## src/rtl/traffic_cmd_scheduler_if.sv

```systemverilog
// Command-type encoding shared with traffic_lights, plus the host-request / command-out
// handshake bundle of the scheduler.
package traffic_cmd_pkg;
    typedef enum logic [2:0] {
        CMD_OFF          = 3'd0,
        CMD_ON           = 3'd1,
        CMD_NOTRANSITION = 3'd2,
        CMD_SET_GREEN    = 3'd3,
        CMD_SET_RED      = 3'd4,
        CMD_SET_YELLOW   = 3'd5
    } command_e;
endpackage

interface traffic_cmd_scheduler_if;
    import traffic_cmd_pkg::*;

    command_e    host_type;
    logic [15:0] host_data;
    logic        host_valid;
    logic        host_ready;
    command_e    cmd_type;
    logic [15:0] cmd_data;
    logic        cmd_valid;

    // master: the scheduler; slave: host logic plus the traffic_lights command port
    modport master (
        input  host_type, host_data, host_valid,
        output host_ready, cmd_type, cmd_data, cmd_valid
    );
    modport slave (
        output host_type, host_data, host_valid,
        input  host_ready, cmd_type, cmd_data, cmd_valid
    );
endinterface

```

## src/rtl/traffic_cmd_scheduler.sv

```systemverilog
// Sole command master for traffic_lights: replays the boot sequence after reset, then
// round-robins host commands against night-mode changes with a forced gap after each strobe.
module traffic_cmd_scheduler #(
    parameter int GREEN_MS   = 10000,
    parameter int RED_MS     = 10000,
    parameter int YELLOW_MS  = 2000,
    parameter int GAP_CYCLES = 4
) (
    input  logic                           clk_2k_i,
    input  logic                           arst_n_i,
    traffic_cmd_scheduler_if.master        cmd_bus,
    input  logic                           night_i,
    output logic [1:0]                     mode_o,
    output logic                           busy_o
);
    import traffic_cmd_pkg::*;

    localparam int CNT_W = (GAP_CYCLES > 1) ? $clog2(GAP_CYCLES) : 1;

    typedef enum logic [2:0] {
        BOOT_GREEN,
        BOOT_RED,
        BOOT_YELLOW,
        BOOT_ON,
        IDLE,
        GAP
    } state_e;

    typedef enum logic [1:0] {
        MODE_OFF   = 2'd0,
        MODE_ON    = 2'd1,
        MODE_NIGHT = 2'd2
    } mode_e;

    typedef enum logic {
        GRANT_HOST,
        GRANT_NIGHT
    } grant_e;

    state_e      state;
    state_e      ret_state;
    logic [CNT_W-1:0] gap_cnt;
    grant_e      last_grant;
    mode_e       mode;
    logic        night_q1;
    logic        night_s;
    command_e    cmd_type_q;
    logic [15:0] cmd_data_q;
    logic        cmd_valid_q;

    logic        night_pend;
    logic        host_win;
    logic        night_win;
    logic        issue;
    command_e    issue_type;
    logic [15:0] issue_data;
    state_e      issue_ret;

    function automatic mode_e mode_after(mode_e cur, command_e t);
        case (t)
            CMD_ON:           return MODE_ON;
            CMD_OFF:          return MODE_OFF;
            CMD_NOTRANSITION: return MODE_NIGHT;
            default:          return cur;
        endcase
    endfunction

    // Night request stays pending until the issued mode matches the synchronized level.
    assign night_pend = (night_s && mode != MODE_NIGHT) || (!night_s && mode == MODE_NIGHT);
    assign host_win   = (state == IDLE) && cmd_bus.host_valid &&
                        (!night_pend || last_grant == GRANT_NIGHT);
    assign night_win  = (state == IDLE) && night_pend &&
                        (!cmd_bus.host_valid || last_grant == GRANT_HOST);

    always_comb begin
        issue      = 1'b0;
        issue_type = CMD_OFF;
        issue_data = '0;
        issue_ret  = IDLE;
        case (state)
            BOOT_GREEN: begin
                issue      = 1'b1;
                issue_type = CMD_SET_GREEN;
                issue_data = 16'(GREEN_MS);
                issue_ret  = BOOT_RED;
            end
            BOOT_RED: begin
                issue      = 1'b1;
                issue_type = CMD_SET_RED;
                issue_data = 16'(RED_MS);
                issue_ret  = BOOT_YELLOW;
            end
            BOOT_YELLOW: begin
                issue      = 1'b1;
                issue_type = CMD_SET_YELLOW;
                issue_data = 16'(YELLOW_MS);
                issue_ret  = BOOT_ON;
            end
            BOOT_ON: begin
                issue      = 1'b1;
                issue_type = CMD_ON;
                issue_ret  = IDLE;
            end
            IDLE: begin
                if (host_win) begin
                    issue      = 1'b1;
                    issue_type = cmd_bus.host_type;
                    issue_data = cmd_bus.host_data;
                end else if (night_win) begin
                    issue      = 1'b1;
                    issue_type = night_s ? CMD_NOTRANSITION : CMD_ON;
                end
            end
            default: ;
        endcase
    end

    always_ff @(posedge clk_2k_i or negedge arst_n_i) begin
        if (!arst_n_i) begin
            state       <= BOOT_GREEN;
            ret_state   <= BOOT_GREEN;
            gap_cnt     <= '0;
            last_grant  <= GRANT_HOST;
            mode        <= MODE_OFF;
            night_q1    <= 1'b0;
            night_s     <= 1'b0;
            cmd_type_q  <= CMD_OFF;
            cmd_data_q  <= '0;
            cmd_valid_q <= 1'b0;
        end else begin
            night_q1    <= night_i;
            night_s     <= night_q1;
            cmd_valid_q <= 1'b0;
            if (issue) begin
                cmd_valid_q <= 1'b1;
                cmd_type_q  <= issue_type;
                cmd_data_q  <= issue_data;
                mode        <= mode_after(mode, issue_type);
                state       <= GAP;
                ret_state   <= issue_ret;
                gap_cnt     <= CNT_W'(GAP_CYCLES - 1);
                if (host_win) begin
                    last_grant <= GRANT_HOST;
                end else if (night_win) begin
                    last_grant <= GRANT_NIGHT;
                end
            end else if (state == GAP) begin
                if (gap_cnt == '0) begin
                    state <= ret_state;
                end else begin
                    gap_cnt <= gap_cnt - CNT_W'(1);
                end
            end
        end
    end

    assign cmd_bus.cmd_valid  = cmd_valid_q;
    assign cmd_bus.cmd_type   = cmd_type_q;
    assign cmd_bus.cmd_data   = cmd_data_q;
    assign cmd_bus.host_ready = host_win;
    assign mode_o             = mode;
    assign busy_o             = (state != IDLE);

endmodule

```

## src/flat_wrapper.sv

```systemverilog
// flat-port wrapper written by rule: the top's interface ports become plain ports
module traffic_cmd_scheduler_flat import traffic_cmd_pkg::*;
#(
    parameter int GREEN_MS   = 10000,
    parameter int RED_MS     = 10000,
    parameter int YELLOW_MS  = 2000,
    parameter int GAP_CYCLES = 4
)
  (clk_2k_i, arst_n_i, night_i, mode_o, busy_o, cmd_bus_host_type, cmd_bus_host_data, cmd_bus_host_valid, cmd_bus_host_ready, cmd_bus_cmd_type, cmd_bus_cmd_data, cmd_bus_cmd_valid);
  traffic_cmd_scheduler_if cmd_bus_i ();
  input  logic clk_2k_i;
  input  logic arst_n_i;
  input  logic night_i;
  output logic [1:0] mode_o;
  output logic busy_o;
  input wire logic [$bits(cmd_bus_i.host_type)-1:0] cmd_bus_host_type;
  input wire logic [$bits(cmd_bus_i.host_data)-1:0] cmd_bus_host_data;
  input wire logic [$bits(cmd_bus_i.host_valid)-1:0] cmd_bus_host_valid;
  output wire logic [$bits(cmd_bus_i.host_ready)-1:0] cmd_bus_host_ready;
  output wire logic [$bits(cmd_bus_i.cmd_type)-1:0] cmd_bus_cmd_type;
  output wire logic [$bits(cmd_bus_i.cmd_data)-1:0] cmd_bus_cmd_data;
  output wire logic [$bits(cmd_bus_i.cmd_valid)-1:0] cmd_bus_cmd_valid;
  assign cmd_bus_i.host_type = cmd_bus_host_type;
  assign cmd_bus_i.host_data = cmd_bus_host_data;
  assign cmd_bus_i.host_valid = cmd_bus_host_valid;
  assign cmd_bus_host_ready = cmd_bus_i.host_ready;
  assign cmd_bus_cmd_type = cmd_bus_i.cmd_type;
  assign cmd_bus_cmd_data = cmd_bus_i.cmd_data;
  assign cmd_bus_cmd_valid = cmd_bus_i.cmd_valid;
  traffic_cmd_scheduler #(.GREEN_MS(GREEN_MS), .RED_MS(RED_MS), .YELLOW_MS(YELLOW_MS), .GAP_CYCLES(GAP_CYCLES)) u_core (.clk_2k_i(clk_2k_i), .arst_n_i(arst_n_i), .cmd_bus(cmd_bus_i), .night_i(night_i), .mode_o(mode_o), .busy_o(busy_o));
endmodule
```

## config.mk

```make
export PLATFORM = sky130hd
export DESIGN_NAME = traffic_cmd_scheduler_flat
export DESIGN_NICKNAME = d
export VERILOG_FILES = /design/src/rtl/traffic_cmd_scheduler_if.sv /design/src/rtl/traffic_cmd_scheduler.sv /design/src/flat_wrapper.sv
export SDC_FILE = /design/constraint.sdc
export NUM_CORES = 1
export LEC_CHECK = 0
export BUFFER_PORTS_ARGS = -buffer_cell sky130_fd_sc_hd__buf_2
export CAP_MARGIN = 5
export CORE_ASPECT_RATIO = 1.4
export CORE_UTILIZATION = 25
export CTS_CLUSTER_DIAMETER = 40
export CTS_CLUSTER_SIZE = 10
export DETAILED_ROUTE_END_ITERATION = 8
export SETUP_SLACK_MARGIN = 0.02
export SLEW_MARGIN = 0
export SYNTH_ARGS = -nofsm -noshare
export SYNTH_HDL_FRONTEND = slang
export SYNTH_SLANG_ARGS = --single-unit
```

## constraint.sdc

```tcl
create_clock -name clk_2k_i -period 2.6 [get_ports clk_2k_i]
set_input_delay 0.52 -clock clk_2k_i [delete_from_list [all_inputs] [get_ports clk_2k_i]]
set_output_delay 0.52 -clock clk_2k_i [all_outputs]
set_load 0.005 [all_outputs]
```

==> results of run 1 <==
==> sequential cells by signal, summed over array words and instances (netlist names) <==
| signal | cells |
|---|---|
| u_core.night_s | 1 |
| u_core.mode_o | 2 |
| u_core.cmd_bus.cmd_data | 16 |
| u_core.night_q1 | 1 |
| u_core.gap_cnt | 2 |
| u_core.state | 3 |
| u_core.cmd_bus.cmd_valid | 1 |
| u_core.ret_state | 3 |
| u_core.last_grant | 1 |
| u_core.cmd_bus.cmd_type | 3 |
==> kinds of logic after synthesis <==
family	count (synthesis)	share of synthesized area
mux	1	0.00673
compound gates	44	0.245
flops	33	0.556
xor+xnor	2	0.0168
simple gates	33	0.116
buf+inv	14	0.0513
fa+ha+maj	1	0.00842
==> area by class of cell <==
cell class	count	area [um2]	area share
clock buffer	7	86.3	0.0459
timing repair buffer	47	238	0.126
tap	68	85.1	0.0452
clock inverter	1	30.0	0.0160
multi-input combinational	81	589	0.313
inverter	7	26.3	0.0140
sequential	33	826	0.439
==> worst min path at each step <==
stage | start | endpoint | slack, ps | cells past startpoint
final | arst_n_i | u_core.cmd_bus.cmd_data[11] | 290 | 1
after global routing | night_i | u_core.night_q1 | 330 | 1
after CTS | arst_n_i | u_core.cmd_bus.cmd_data[11] | 320 | 1
after detailed placement | u_core.night_q1 | u_core.night_s | 350 | 0
after global placement | u_core.night_q1 | u_core.night_s | 350 | 0
after floorplan | arst_n_i | u_core.cmd_bus.cmd_data[0] | 220 | 0
==> cells in the final DEF (no fill, tap or decap), drive strengths merged, types with 3 or more instances in the layout <==
| master | netlist | layout |
|---|---|---|
| a31oi | 4 | 4 |
| nand2 | 10 | 10 |
| dfrtp | 33 | 33 |
| a21oi | 5 | 5 |
| clkbuf | 3 | 7 |
| a21o | 4 | 4 |
| inv | 7 | 7 |
| o21ai | 4 | 4 |
| nor2 | 11 | 11 |
| a22o | 10 | 10 |
| nand2b | 3 | 3 |
| a221o | 7 | 7 |
| buf | 4 | 47 |
==> through the flow <==
step | hold WS [ps] | worst slack, ps
final | 290 | 310
after global routing | 334 | 181
after CTS | 318 | 87.7
after detailed placement | 354 | 404
after global placement | 351 | 444
after floorplan | 224 | 738
==> critical path, cell delays in order (launching register included) <==
cell and delay [ps]:
dfrtp_1 470, nor2_2 270, nand2_1 180, nor2_4 380
buf_2 190
==> routing by layer <==
metal  part of all wire  up-vias  wire length, um
met1               0.45      570             1510
met3              0.071        6              237
met4              0.015        0               49
met2               0.46       46             1520
li1                   -      562                -
met5                  0        -                0
==> power by group <==
| part | switching [mW] | total (mW) | internal, mW |
|---|---|---|---|
| combinational | 0.368 | 0.744 | 0.376 |
| sequential | 0.121 | 0.805 | 0.683 |
| clock | 0.178 | 0.491 | 0.312 |
==> repair_timing <==
action / CTS / global route
gates resized for setup: 0 / 1
setup endpoints to repair: 0 / 1
setup buffers: 0 / 0
==> results.py, run 1 <==
metrics = {
    "sta": {
        "clock_skew_ps": 5.67,
        "rsz0062_at_grt": "false",
        "final.period_utilization": 0.881,
        "relSlewSlack": 0.429,
        "setup_viol": 0,
        "fin_crit_ps": 2290,
        "worst_slew_pin_slew_ps": 856,
        "fmax_mhz": 437,
        "slew_violations": 0,
        "setup_tns_ps": 0,
        "final_hold_viol_count": 0,
    },
    "clocking": {
        "clock_latency_ps": 280,
        "cts.sinks": 33,
        "clk_pin_slew_ps": 60,
        "postCtsHoldBufs": 0,
        "cts_tree": "built",
        "cts_made_buffers": 5,
        "cts-htree-levels": 2,
        "clock_tree.buffer_depth": 2,
        "root_buffer": "clkbuf_8",
    },
    "yosys": {
        "ys_async_sr_fraction": 1.00,
        "yosys-top-cells-count": "dfrtp_1, nand2_1, a22o_2, nor2_1, inv_1",
        "synth.area.top_cells": "dfrtp_1, a22o_2, a221o_2",
        "ys_types": 38,
        "syn_inst": 128,
        "synth_nets": 152,
        "avgSynthCellArea_um2": 11.6,
        "synth_edf_count": 0,
        "ys.flop_type": "dfrtp_1",
        "yosysTopAreaCellShare": 0.556,
        "yosysSeqAreaShare": 0.556,
        "ys_seq_elements": 33,
        "synth_warnings": 0,
        "yosysMostFrequentCell": "dfrtp_1",
        "mappedNetlistArea_um2": 1490,
        "synth_top_area_cell": "dfrtp_1",
    },
    "setup_path": {
        "reg2reg_to": "u_core.cmd_bus.cmd_type[2]",
        "critPathCaptureType": "output port",
        "cp_max_fo": 17,
        "endpoint": "cmd_bus_host_ready",
        "worstPathArrival_ps": 1770,
        "critical_path_required_ps": 2080,
        "r2r_slack_ps": 490,
        "critPathKind": "flop to output port",
        "start_kind": "flop",
        "reg2reg_from": "u_core.mode_o[0]",
        "r2r_cells": 6,
        "startpoint": "u_core.state[0]",
    },
    "cells_and_area": {
        "post-route-util": 0.335,
        "n_fill_cell": 567,
        "final_cell_area_um2": 1880,
        "diodes": 0,
        "syn_to_final_growth_pct": 26.5,
        "num-nets-final": 199,
        "stdcell_count": 244,
        "drive_gt1_frac": 0.420,
    },
    "placed_design": {
        "gp_congestion": 0.849,
        "dpl_cell_area_um2": 1760,
        "hpwl_mm": 2.30,
        "post-place-cells": 236,
        "port_buffers": 46,
    },
    "route": {
        "dr.pass1.iters": 4,
        "drcViolationCount": 0,
        "vias_per_cell": 4.85,
        "vias": 1184,
        "drt_iter0_drc": 42,
        "wire_per_inst_um": 13.6,
        "detail-route-antenna-nets": 0,
        "wl_mm": 3.32,
    },
    "global_route": {
        "gr-max-usage-layer": "met2",
        "grt_pass1_wl_mm": 5.60,
        "grt_use_total": 0.119,
        "grt-ovfl-total": 0,
        "grt_util_met2": 0.179,
        "antenna_found_initial": 0,
        "grt_max_degree": 34,
        "met1_usage": 0.159,
        "grt_pass1_vias": 1204,
        "use_met3": 0.0402,
    },
    "floorplanning": {
        "die_x_um": 67.2,
        "initial_core_util": 0.265,
        "die_area_um2": 6260,
        "ios": 47,
        "die_h_um": 93.2,
        "core_um2": 5610,
        "num_rows": 32,
    },
    "power_and_ir_drop": {
        "p_leak_nw": 0.967,
        "p_total_mw": 2.04,
        "powerDensity_nw_per_um2": 1080,
        "ir_worst_vdd_uv": 506,
    },
    "status": {
        "status": "completed",
    },
    "run": {
        "maxCapViolCount": 0,
    },
    "worst_hold_path": {
        "hp-class": "input port to async pin",
    },
}
Power figures use the tool's default switching activity.
==> run 2: changes to the inputs <==
Settings changed: CORE_ASPECT_RATIO 1.4 to default, GPL_TIMING_DRIVEN from default to 0.
==> run 2 against run 1 <==
Against the previous run:
- setup slack got worse by 100 ps
- critical path type unchanged
- register-to-register slack improved by 260 ps
- global-route usage increased by 0.090 points
- clock skew decreased by 1.1 ps
- wire length increased by 3.0%
- clock power decreased by 15%
- power decreased by 0.52%
- design area increased by 1.7%
- final cell count increased by 4.1%
==> results.py, run 2 (synthesis gave the netlist of run 1 again) <==
metrics = {
    "setup_path": {
        "reg2reg_to": "u_core.cmd_bus.cmd_data[9]",
        "startpoint": "u_core.night_s",
        "cp.depth": 5,
        "start_kind": "flop",
        "r2r_slack_ps": 750,
        "critPathKind": "flop to output port",
        "reg2reg_from": "u_core.state[0]",
        "r2r_cells": 7,
        "critPathCaptureType": "output port",
        "crit_buf_inv": 2,
        "endpoint": "cmd_bus_host_ready",
        "path_cells": "or4b_4 > o211ai_2 > nor2_4 > buf_6 > buf_2",
        "cp_top_family": "simple AND/OR/NAND/NOR gates",
        "worstPathArrival_ps": 1870,
        "cp_max_fo": 10,
        "critPathSlowestCell": "or4b_4",
        "slowest_delay_ps": 570,
        "critical_path_required_ps": 2080,
    },
    "placed_design": {
        "gp_congestion": 0.757,
        "port_buffers": 46,
        "dpl_cell_area_um2": 1810,
        "hpwl_mm": 2.39,
    },
    "power_and_ir_drop": {
        "p_sw_frac": 0.339,
        "p_leak_nw": 0.983,
        "ir_worst_vdd_uv": 444,
        "p_int_mw": 1.34,
        "powerDensity_nw_per_um2": 1060,
        "pwr-share-clk": 0.207,
        "power_frac_seq": 0.388,
        "p_comb_frac": 0.405,
        "p_switching_mw": 0.688,
    },
    "sta": {
        "clock_skew_ps": 4.58,
        "worst_slew_pin_slew_ps": 744,
        "final_hold_viol_count": 0,
        "rsz0062_at_grt": "false",
        "fmax_mhz": 418,
        "relSlewSlack": 0.504,
        "setup_tns_ps": 0,
        "final.period_utilization": 0.920,
        "fin_crit_ps": 2390,
        "slew_violations": 0,
        "setup_viol": 0,
    },
    "global_route": {
        "grt-ovfl-total": 0,
        "grt_pass1_wl_mm": 5.70,
        "grt_pass1_vias": 1153,
        "grt_use_total": 0.120,
        "antenna_found_initial": 0,
        "grt_max_degree": 34,
    },
    "floorplanning": {
        "die_h_um": 79.1,
        "core_um2": 5610,
        "die_area_um2": 6260,
        "initial_core_util": 0.265,
        "die_x_um": 79.1,
        "ios": 47,
        "num_rows": 27,
    },
    "clocking": {
        "clock_tree.buffer_depth": 2,
        "cts.sinks": 33,
        "postCtsHoldBufs": 0,
        "cts-htree-levels": 2,
        "root_buffer": "clkbuf_8",
        "clk_pin_slew_ps": 70,
        "clock_latency_ps": 280,
        "cts_made_buffers": 5,
        "cts_tree": "built",
    },
    "status": {
        "status": "completed",
    },
    "cells_and_area": {
        "syn_to_final_growth_pct": 28.7,
        "largest_reg_flops": 16,
        "num-nets-final": 205,
        "drive_gt1_frac": 0.429,
        "diodes": 0,
        "layout_common_cells": "buf_2, dfrtp_1, nand2_1, a22o_2, nor2_1",
        "final_cell_area_um2": 1910,
        "final_common_cell": "buf_2",
        "post-route-util": 0.341,
    },
    "route": {
        "vias_per_cell": 4.72,
        "wl_mm": 3.42,
        "drt_iter0_drc": 68,
        "wire_per_inst_um": 13.4,
        "dr.pass1.iters": 4,
        "detail-route-antenna-nets": 0,
        "drcViolationCount": 0,
        "vias": 1198,
    },
    "worst_hold_path": {
        "hp-class": "input port to async pin",
    },
    "run": {
        "maxCapViolCount": 0,
    },
}
## run 2: changes by cell type in the layout (fill, tap and decap cells not counted), sizes merged
cell / previous run / this run
buf: 47 / 50
bufinv: 1 / 0
clkbuf: 7 / 10
clkinv: 0 / 1
## run 2: how the worst min path moves through the flow
stage,cells after the start,slack (ps),startpoint,endpoint
5_1_grt,1,330,night_i,u_core.night_q1
3_5_place_dp,0,340,u_core.night_q1,u_core.night_s
2_1_floorplan,0,220,arst_n_i,u_core.cmd_bus.cmd_data[0]
6_report,1,300,arst_n_i,u_core.last_grant
4_1_cts,1,330,arst_n_i,u_core.cmd_bus.cmd_data[4]
3_3_place_gp,0,330,u_core.night_q1,u_core.night_s
## run 2: metal layers
| layer | GRT usage | share of wire |
|---|---|---|
| met2 | 0.173 | 0.42 |
| met3 | 0.0414 | 0.057 |
| met1 | 0.165 | 0.51 |
| met5 | 0 | 0 |
| met4 | 0.0436 | 0.0094 |
## run 2: area by class of cell
type / count / area [um2]
Timing Repair Buffer: 46 / 230
Inverter: 7 / 26.3
Fill cell: 608 / 3690
Multi-Input combinational cell: 81 / 589
Sequential cell: 33 / 826
Clock inverter: 1 / 5.00
Clock buffer: 7 / 96.3
Buffer: 7 / 50.0
Tap cell: 72 / 90.1
## run 2: repair_timing
| action | in CTS | in global routing |
|---|---|---|
| resized for setup | 0 | 1 |
| endpoints found under the setup margin | 0 | 1 |
| buffers inserted | 0 | 0 |
## run 2: worst reg2reg max path: stages (launching register included)
cell	delay, ps
dfrtp_1	360
clkbuf_1	210
nor2_2	280
o21ai_1	90
and2_1	170
buf_6	130
buf_6	140
a221o_1	350
## run 2: power by group through the flow
stage | Combinational, mW | Sequential (mW) | Clock [mW]
after global placement | 0.808 | 0.789 | 0
after CTS | 0.830 | 0.787 | 0.432
final | 0.822 | 0.787 | 0.419
after floorplan | 0.528 | 0.797 | 0
after detailed placement | 0.824 | 0.793 | 0
after global routing | 0.915 | 0.807 | 0.466
## run 2: stage by stage
step	worst slack, ps	cells	hold slack, ps	power, mW
global route	90.0	254	333	2.19
global placement	451	246	332	1.60
CTS	113	254	330	2.05
detailed placement	421	246	340	1.62
finish	209	254	303	2.03
floorplan	738	128	224	1.32
